===== src/rtl/lane_pkg.sv =====
// Shared types, colour codes and default geometry for the lane scroller.
// Build option: define MAP_GRASS_TEXTURE_EN for the textured grass verge.
package lane_pkg;

  typedef enum logic [1:0] {
    ST_IDLE  = 2'd0,
    ST_RUN   = 2'd1,
    ST_BRAKE = 2'd2
  } state_e;

  typedef enum logic [1:0] {
    CLS_BLACK = 2'd0,
    CLS_ROAD  = 2'd1,
    CLS_DASH  = 2'd2,
    CLS_GRASS = 2'd3
  } pix_cls_e;

  localparam logic [2:0] BLACK = 3'b000;
  localparam logic [2:0] ROAD  = 3'b001;
  localparam logic [2:0] DASH  = 3'b111;
  localparam logic [2:0] GRASS = 3'b010;

  localparam int DEF_LANES      = 4;
  localparam int DEF_ROAD_LEFT  = 80;
  localparam int DEF_ROAD_RIGHT = 560;
  localparam int DEF_DASH_LEN   = 20;
  localparam int DEF_DASH_GAP   = 20;
  localparam int DEF_SPEED_MAX  = 7;
  localparam int DEF_H_ACTIVE   = 640;
  localparam int DEF_V_ACTIVE   = 480;

endpackage


===== src/rtl/lane_scroll_ctrl.sv =====
// Per-frame scroll controller: IDLE/RUN/BRAKE, speed, dash offset and grass offset.
// Build option: MAP_GRASS_TEXTURE_EN adds the grass offset register and port.
module lane_scroll_ctrl
  import lane_pkg::*;
#(
  parameter int PERIOD    = DEF_DASH_LEN + DEF_DASH_GAP,
  parameter int SPEED_MAX = DEF_SPEED_MAX
) (
  input  logic       clk,
  input  logic       rst_n,
  input  logic       i_frame_start,
  input  logic       i_run,
  input  logic       i_speed_up,
  input  logic       i_speed_down,
  output logic [2:0] o_speed,
  output logic [5:0] o_offset
`ifdef MAP_GRASS_TEXTURE_EN
  ,
  output logic [3:0] o_gofs
`endif
);

  state_e     r_state, w_state_nxt;
  logic [2:0] r_speed, w_speed_nxt;
  logic [5:0] r_off,   w_off_nxt;
  logic       w_adv_en;
  logic [6:0] w_adv, w_adv_wrap;

  assign w_adv      = {1'b0, r_off} + {4'b0, r_speed};
  assign w_adv_wrap = (w_adv >= 7'(PERIOD)) ? w_adv - 7'(PERIOD) : w_adv;

  // NOTE: every signal written here gets a default first, so no latch is inferred.
  always_comb begin
    w_state_nxt = r_state;
    w_speed_nxt = r_speed;
    w_off_nxt   = r_off;
    w_adv_en    = 1'b0;
    case (r_state)
      ST_IDLE: begin
        if (i_run) begin
          w_state_nxt = ST_RUN;
          if (r_speed == 3'd0) w_speed_nxt = 3'd1;
        end
      end
      ST_RUN: begin
        w_adv_en = 1'b1;
        // Dropping run turns this frame into the first braking frame.
        if (!i_run) begin
          w_speed_nxt = r_speed - 3'd1;
          w_state_nxt = (r_speed == 3'd1) ? ST_IDLE : ST_BRAKE;
        end else if (i_speed_up && !i_speed_down) begin
          if (r_speed < 3'(SPEED_MAX)) w_speed_nxt = r_speed + 3'd1;
        end else if (i_speed_down && !i_speed_up) begin
          if (r_speed > 3'd1) w_speed_nxt = r_speed - 3'd1;
        end
      end
      ST_BRAKE: begin
        w_adv_en = 1'b1;
        if (i_run) begin
          w_state_nxt = ST_RUN;
        end else begin
          w_speed_nxt = r_speed - 3'd1;
          if (r_speed == 3'd1) w_state_nxt = ST_IDLE;
        end
      end
      default: w_state_nxt = ST_IDLE;
    endcase
    if (w_adv_en) w_off_nxt = w_adv_wrap[5:0];
  end

  // NOTE: sequential state uses non-blocking assignments so all registers update together.
  always_ff @(posedge clk or negedge rst_n) begin
    if (!rst_n) begin
      r_state <= ST_IDLE;
      r_speed <= 3'd0;
      r_off   <= 6'd0;
    end else if (i_frame_start) begin
      r_state <= w_state_nxt;
      r_speed <= w_speed_nxt;
      r_off   <= w_off_nxt;
    end
  end

`ifdef MAP_GRASS_TEXTURE_EN
  logic [3:0] r_gofs;

  always_ff @(posedge clk or negedge rst_n) begin
    if (!rst_n) begin
      r_gofs <= 4'd0;
    end else if (i_frame_start && w_adv_en) begin
      r_gofs <= r_gofs + {2'b00, r_speed[2:1]};
    end
  end

  assign o_gofs = r_gofs;
`endif

  assign o_speed  = r_speed;
  assign o_offset = r_off;

endmodule


===== src/rtl/lane_scroller.sv =====
// Scrolling road renderer: two-stage pixel pipeline fed by lane_scroll_ctrl.
// Build option: MAP_GRASS_TEXTURE_EN selects striped grass instead of solid verge.
module lane_scroller
  import lane_pkg::*;
#(
  parameter int LANES      = DEF_LANES,
  parameter int ROAD_LEFT  = DEF_ROAD_LEFT,
  parameter int ROAD_RIGHT = DEF_ROAD_RIGHT,
  parameter int DASH_LEN   = DEF_DASH_LEN,
  parameter int DASH_GAP   = DEF_DASH_GAP,
  parameter int SPEED_MAX  = DEF_SPEED_MAX,
  parameter int H_ACTIVE   = DEF_H_ACTIVE,
  parameter int V_ACTIVE   = DEF_V_ACTIVE
) (
  input  logic       clk,
  input  logic       rst_n,
  input  logic [9:0] CounterX,
  input  logic [9:0] CounterY,
  input  logic       frame_start,
  input  logic       run,
  input  logic       speed_up,
  input  logic       speed_down,
  output logic       Map_R,
  output logic       Map_G,
  output logic       Map_B,
  output logic [2:0] speed,
  output logic [5:0] scroll_off
);

  localparam int         PERIOD = DASH_LEN + DASH_GAP;
  localparam int         LANE_W = (ROAD_RIGHT - ROAD_LEFT) / LANES;
  localparam logic [9:0] X_LEFT = 10'(ROAD_LEFT);
  localparam logic [9:0] X_RGHT = 10'(ROAD_RIGHT);
  localparam logic [9:0] X_MAX  = 10'(H_ACTIVE);
  localparam logic [9:0] Y_MAX  = 10'(V_ACTIVE);

  logic [3:0] w_gofs;

  lane_scroll_ctrl #(
    .PERIOD    (PERIOD),
    .SPEED_MAX (SPEED_MAX)
  ) u_ctrl (
    .clk           (clk),
    .rst_n         (rst_n),
    .i_frame_start (frame_start),
    .i_run         (run),
    .i_speed_up    (speed_up),
    .i_speed_down  (speed_down),
    .o_speed       (speed),
    .o_offset      (scroll_off)
`ifdef MAP_GRASS_TEXTURE_EN
    ,
    .o_gofs        (w_gofs)
`endif
  );

`ifndef MAP_GRASS_TEXTURE_EN
  assign w_gofs = 4'd0;
`endif

  logic        w_in_band;
  logic [10:0] w_phase;
  pix_cls_e    w_cls;
  logic [3:0]  w_xy4;

  always_comb begin
    w_in_band = 1'b0;
    for (int k = 1; k < LANES; k++) begin
      if (int'(CounterX) >= ROAD_LEFT + k * LANE_W - 4 &&
          int'(CounterX) <= ROAD_LEFT + k * LANE_W + 3)
        w_in_band = 1'b1;
    end
  end

  // y + PERIOD is kept at 11 bits; offset < PERIOD so the difference never underflows.
  assign w_phase = ({1'b0, CounterY} + 11'(PERIOD) - {5'b0, scroll_off}) % 11'(PERIOD);
  assign w_xy4   = CounterX[3:0] + CounterY[3:0];

  always_comb begin
    w_cls = CLS_ROAD;
    if (CounterX >= X_MAX || CounterY >= Y_MAX)            w_cls = CLS_BLACK;
    else if (CounterX == X_LEFT || CounterX == X_RGHT - 10'd1) w_cls = CLS_BLACK;
    else if (CounterX < X_LEFT || CounterX >= X_RGHT)      w_cls = CLS_GRASS;
    else if (w_in_band && w_phase < 11'(DASH_LEN))         w_cls = CLS_DASH;
  end

  pix_cls_e   r_cls;
  logic [3:0] r_xy4;
  logic [2:0] w_rgb, r_rgb;
  logic [3:0] w_tex;

  always_ff @(posedge clk or negedge rst_n) begin
    if (!rst_n) begin
      r_cls <= CLS_BLACK;
      r_xy4 <= 4'd0;
    end else begin
      r_cls <= w_cls;
      r_xy4 <= w_xy4;
    end
  end

  assign w_tex = r_xy4 - w_gofs;

  always_comb begin
    w_rgb = BLACK;
    case (r_cls)
      CLS_ROAD:  w_rgb = ROAD;
      CLS_DASH:  w_rgb = DASH;
`ifdef MAP_GRASS_TEXTURE_EN
      CLS_GRASS: w_rgb = (w_tex <= 4'd5) ? GRASS : BLACK;
`else
      CLS_GRASS: w_rgb = GRASS;
`endif
      default:   w_rgb = BLACK;
    endcase
  end

  always_ff @(posedge clk or negedge rst_n) begin
    if (!rst_n) r_rgb <= BLACK;
    else        r_rgb <= w_rgb;
  end

  assign {Map_R, Map_G, Map_B} = r_rgb;

endmodule


===== config.mk =====
export PLATFORM = sky130hd
export DESIGN_NAME = lane_scroller
export DESIGN_NICKNAME = d
export VERILOG_FILES = /design/src/rtl/lane_pkg.sv /design/src/rtl/lane_scroll_ctrl.sv /design/src/rtl/lane_scroller.sv
export SDC_FILE = /design/constraint.sdc
export NUM_CORES = 1
export LEC_CHECK = 0
export CAP_MARGIN = 15
export CORE_ASPECT_RATIO = 1.5
export CORE_UTILIZATION = 56
export DETAILED_ROUTE_END_ITERATION = 10
export PLACE_DENSITY = 0.86
export SYNTH_ARGS = -nofsm -noshare
export SYNTH_HDL_FRONTEND = slang
export SYNTH_SLANG_ARGS = --single-unit

===== constraint.sdc =====
create_clock -name clk -period 5.5 [get_ports clk]
set_input_delay 1.1 -clock clk [delete_from_list [all_inputs] [get_ports clk]]
set_output_delay 1.1 -clock clk [all_outputs]
set_load 0.1 [all_outputs]

==> flow_metrics.py, run 1 <==
metrics = {
    "route": {
        "via_count": 2603,
        "wire_per_inst_um": 15.20,
        "via_per_inst": 6.427,
        "drtAntennaViolNets": 0,
        "drtIter0Drc": 169,
        "wirelength_mm": 6.155,
        "dr.pass1.iters": 10,
        "drc": 4,
    },
    "clock_network": {
        "cts_hold_buf": 0,
        "clockBufferDepth": 2,
        "path_clk_slew_ns": 0.06,
        "cts_tree": "done",
        "clk_latency_ns": 0.24,
        "numCtsBuffers": 3,
        "root_buffer": "clkbuf_8",
        "cts_max_level": 1,
        "cts_sinks": 16,
    },
    "hold_path": {
        "min_from": "u_ctrl.o_offset[1]",
        "hold_depth": 2,
        "hp-class": "reg2reg",
        "hold_end": "u_ctrl.o_offset[1]",
    },
    "place": {
        "io_buffers": 37,
        "postPlaceCellArea_sq_mm": 0.002995,
        "dpl.cell_count": 402,
        "place.gp.congestion": 0.9509,
        "dp_hpwl_mm": 4.827,
        "pre_cts_slack_ns": 0.09598,
    },
    "pwr": {
        "power.density_mw_per_mm2": 586.6,
        "combPwrFrac_pct": 83.0,
        "ir_drop_mv": 0.2940,
        "power.total_mw": 1.784,
        "clkPwrFrac_pct": 4.8,
        "seq_power_share_pct": 12.3,
        "cell_internal_pwr_uw": 740.9,
        "power_switching_mw": 1.043,
        "p_leak_nw": 1.250,
        "sw_frac_of_total_pct": 58.46,
    },
    "global_routing": {
        "antenna_found_initial": 0,
        "overflow": 0,
        "grt_pass1_wl_mm": 10.47,
        "grt_max_degree": 17,
        "grt_pass1_vias": 2436,
        "grt_usage_pct": 26.03,
    },
    "critical_path": {
        "crit_path_end_kind": "register",
        "crit_path_max_fanout": 6,
        "reg2reg_depth": 16,
        "crit_type": "in2reg",
        "timing.rr.end": "r_cls[0]",
        "rrSetupSlack_ns": 1.12,
        "crit_required_ns": 5.63,
        "r2r-start": "u_ctrl.o_offset[1]",
        "start_kind": "input pin",
        "critPathArrivalTime_ns": 5.35,
    },
    "synthesis": {
        "netlist.area_leader.share_pct": 15.18,
        "synthSimpleGateAreaFrac_pct": 17.08,
        "synth_top_family_by_area": "compound AO/OA/AOI/OAI gates",
        "syn-instance-count": 326,
        "muxShareOfSynthArea_pct": 1.755,
        "yosysWarnings": 0,
        "synth.largest_area_cell": "dfrtp_1",
        "ys_ff_latch": 16,
        "yosysUniqueCellTypes": 75,
        "async_flop_share_pct": 100.0,
        "post_synth_xor_area_fraction_pct": 7.875,
        "syn_avg_cell_area_sq_um": 8.091,
        "ys_seq_area_share_pct": 15.18,
        "netlist_area_sq_mm": 0.002638,
        "synth_flop_cell": "dfrtp_1",
        "synthAdderAreaFrac_pct": 16.70,
        "synthesis.nets": 386,
        "synth_area_leaders": "dfrtp_1 (15%), ha_1 (15%), o21ai_0 (4.7%)",
        "synth_edf_count": 0,
        "synth_compound_area_share_pct": 33.82,
    },
    "sta": {
        "tightest_slew_ns": 1.002,
        "setup_viol": 0,
        "fmax_mhz": 191.9,
        "period_needed_ns": 5.212,
        "clock_skew_ns": 0.002789,
        "grt_setup_unrepaired": "no",
        "setup_ws_ns": 0.2880,
        "finalCritPeriodShare_pct": 94.76,
        "finalHoldViolCount": 0,
        "setup_tns_ns": 0,
        "slew_violations": 0,
        "max_slew_margin_pct": 33.01,
    },
    "cells_and_area": {
        "synthToLayoutAreaGrowth_pct": 15.28,
        "antenna_cells": 0,
        "drive_gt1_share_pct": 8.123,
        "fin_area_sq_mm": 0.003040,
        "fin_nets": 419,
        "final_cell_count_no_fill": 405,
    },
    "floorplanning": {
        "floorplan.rows": 30,
        "start_util_pct": 58.56,
        "dieArea_sq_mm": 0.004994,
        "die_w_um": 58.04,
        "core_sq_mm": 0.004504,
        "pin_count": 38,
        "die_height_um": 86.05,
    },
    "status": {
        "violations": "DRC",
        "status": "finished with violations",
    },
    "flow_run": {
        "max_cap_violations": 0,
    },
}
## sequential cells by signal, indices dropped and copies added, names as in the netlist
name and count:
r_rgb 3, u_ctrl.o_offset 6, r_cls 2, u_ctrl.r_state 2
u_ctrl.o_speed 3
## per-layer routing
| metal | wire [um] | track usage (%) | up-vias | part of all wire (%) |
|---|---|---|---|---|
| met2 | 3192 | 47.02 | 81 | 52 |
| met4 | 147 | 11.47 | 0 | 2.4 |
| met5 | 0 | 0 | - | 0 |
| met1 | 2605 | 30.45 | 1224 | 42 |
| li1 | - | - | 1280 | - |
| met3 | 209 | 2.262 | 18 | 3.4 |
## final cells by class
cell class                 count  area, sq um
fill                         363         1464
multi-input combinational    268         2041
inverter                      32        120.1
clock buffer                   3        41.29
tap                           48        60.06
timing repair buffer          38        377.9
sequential                    16        400.4
## power by group through the flow
stage / Clock, mW / Sequential [mW] / Combinational [mW]
detailed placement: 0 / 0.220 / 1.45
floorplan: 0 / 0.438 / 0.942
finish: 0.0851 / 0.219 / 1.48
global placement: 0 / 0.217 / 1.42
CTS: 0.0883 / 0.217 / 1.46
global route: 0.0945 / 0.225 / 1.62
## cell usage after synthesis (all sizes together) (3+ instances only)
library cell,n
a31oi,4
xnor2,11
ha,32
nor3,5
a21o,7
o22ai,5
a211oi,8
o21ai,27
o31ai,9
nor4,4
dfrtp,16
nand2,30
nand2b,3
o32a,3
buf,8
nand4b,4
xor2,11
a21oi,21
nor2,17
inv,32
o32ai,3
nand3,11
o21a,4
o211ai,5
## placed cells by master, fill, tap and decap left out, types with 3 or more instances in the layout
cell,Yosys,layout
a211oi_2,3,3
o21ai_0,25,25
o21a_1,4,4
clkdlybuf4s50_1,0,37
dfrtp_1,16,16
xnor2_1,10,10
xor2_1,10,10
a31oi_1,4,4
nor3_1,4,4
a21oi_2,3,3
a211oi_1,5,5
o32ai_1,3,3
nand2b_1,3,3
clkbuf_8,0,3
ha_1,32,32
o211ai_1,4,4
o31ai_1,7,7
a21o_1,6,6
nand2_1,30,30
nand4b_1,4,4
nand3_1,11,11
o22ai_1,5,5
nor4_1,4,4
inv_1,32,32
a21oi_1,17,17
nor2_1,17,17
## kinds of logic (layout without fill, tap and decap cells)
kind of cell             Yosys count  after routing
multiplexers                       4              4
adder cells (fa/ha/maj)           34             34
buffers and inverters             42             73
XOR/XNOR                          22             22
AND/OR/NAND/NOR                   89             89
flip-flops                        16             16
AO/OA/AOI/OAI                    119            119
## how the worst max path moves through the flow
stage,start,slack [ns],end,cells past startpoint
after CTS,CounterY[0],0.34,r_cls[0],18
after floorplan,u_ctrl.o_offset[1],0.84,r_cls[0],16
after detailed placement,CounterY[0],0.1,r_cls[0],18
after global routing,CounterY[0],0.17,r_cls[0],18
after global placement,CounterY[0],0.27,r_cls[0],18
final,CounterY[0],0.29,r_cls[0],18
## worst max-delay path: stages
cell             delay, ns
clkdlybuf4s50_1       0.47
inv_1                 0.05
ha_1                  0.19
inv_1                 0.06
ha_1                  0.19
inv_1                 0.07
fa_1                  0.39
nand2b_1              0.19
a21oi_2               0.30
o32a_2                0.28
nand3_1               0.22
and3_2                0.28
o22a_1                0.26
o31ai_1               0.30
o32ai_1               0.15
a211oi_1              0.33
mux2_4                0.35
o21ba_1               0.16
## through the flow
stage / utilization, % / hold slack (ns)
floorplan: - / 0.5001
global route: 67.50 / 0.5843
finish: 67.50 / 0.5477
global placement: 66.50 / 0.5348
detailed placement: 66.50 / 0.5411
CTS: 67.42 / 0.5550
## timing repair
item	in CTS	in global routing
resized for setup	0	1
buffers inserted	0	0
endpoints found under the setup margin	0	1
(Power assumes the default switching activity.)
==> run 2, diff against run 1 <==
--- a/config.mk
+++ b/config.mk
@@ -13,3 +13,4 @@
 export SYNTH_ARGS = -nofsm -noshare
 export SYNTH_HDL_FRONTEND = slang
 export SYNTH_SLANG_ARGS = --single-unit
+export TNS_END_PERCENT = 50
==> results of run 2 <==
Same layout as run 1: the final DEF is identical, and so are final timing and power.
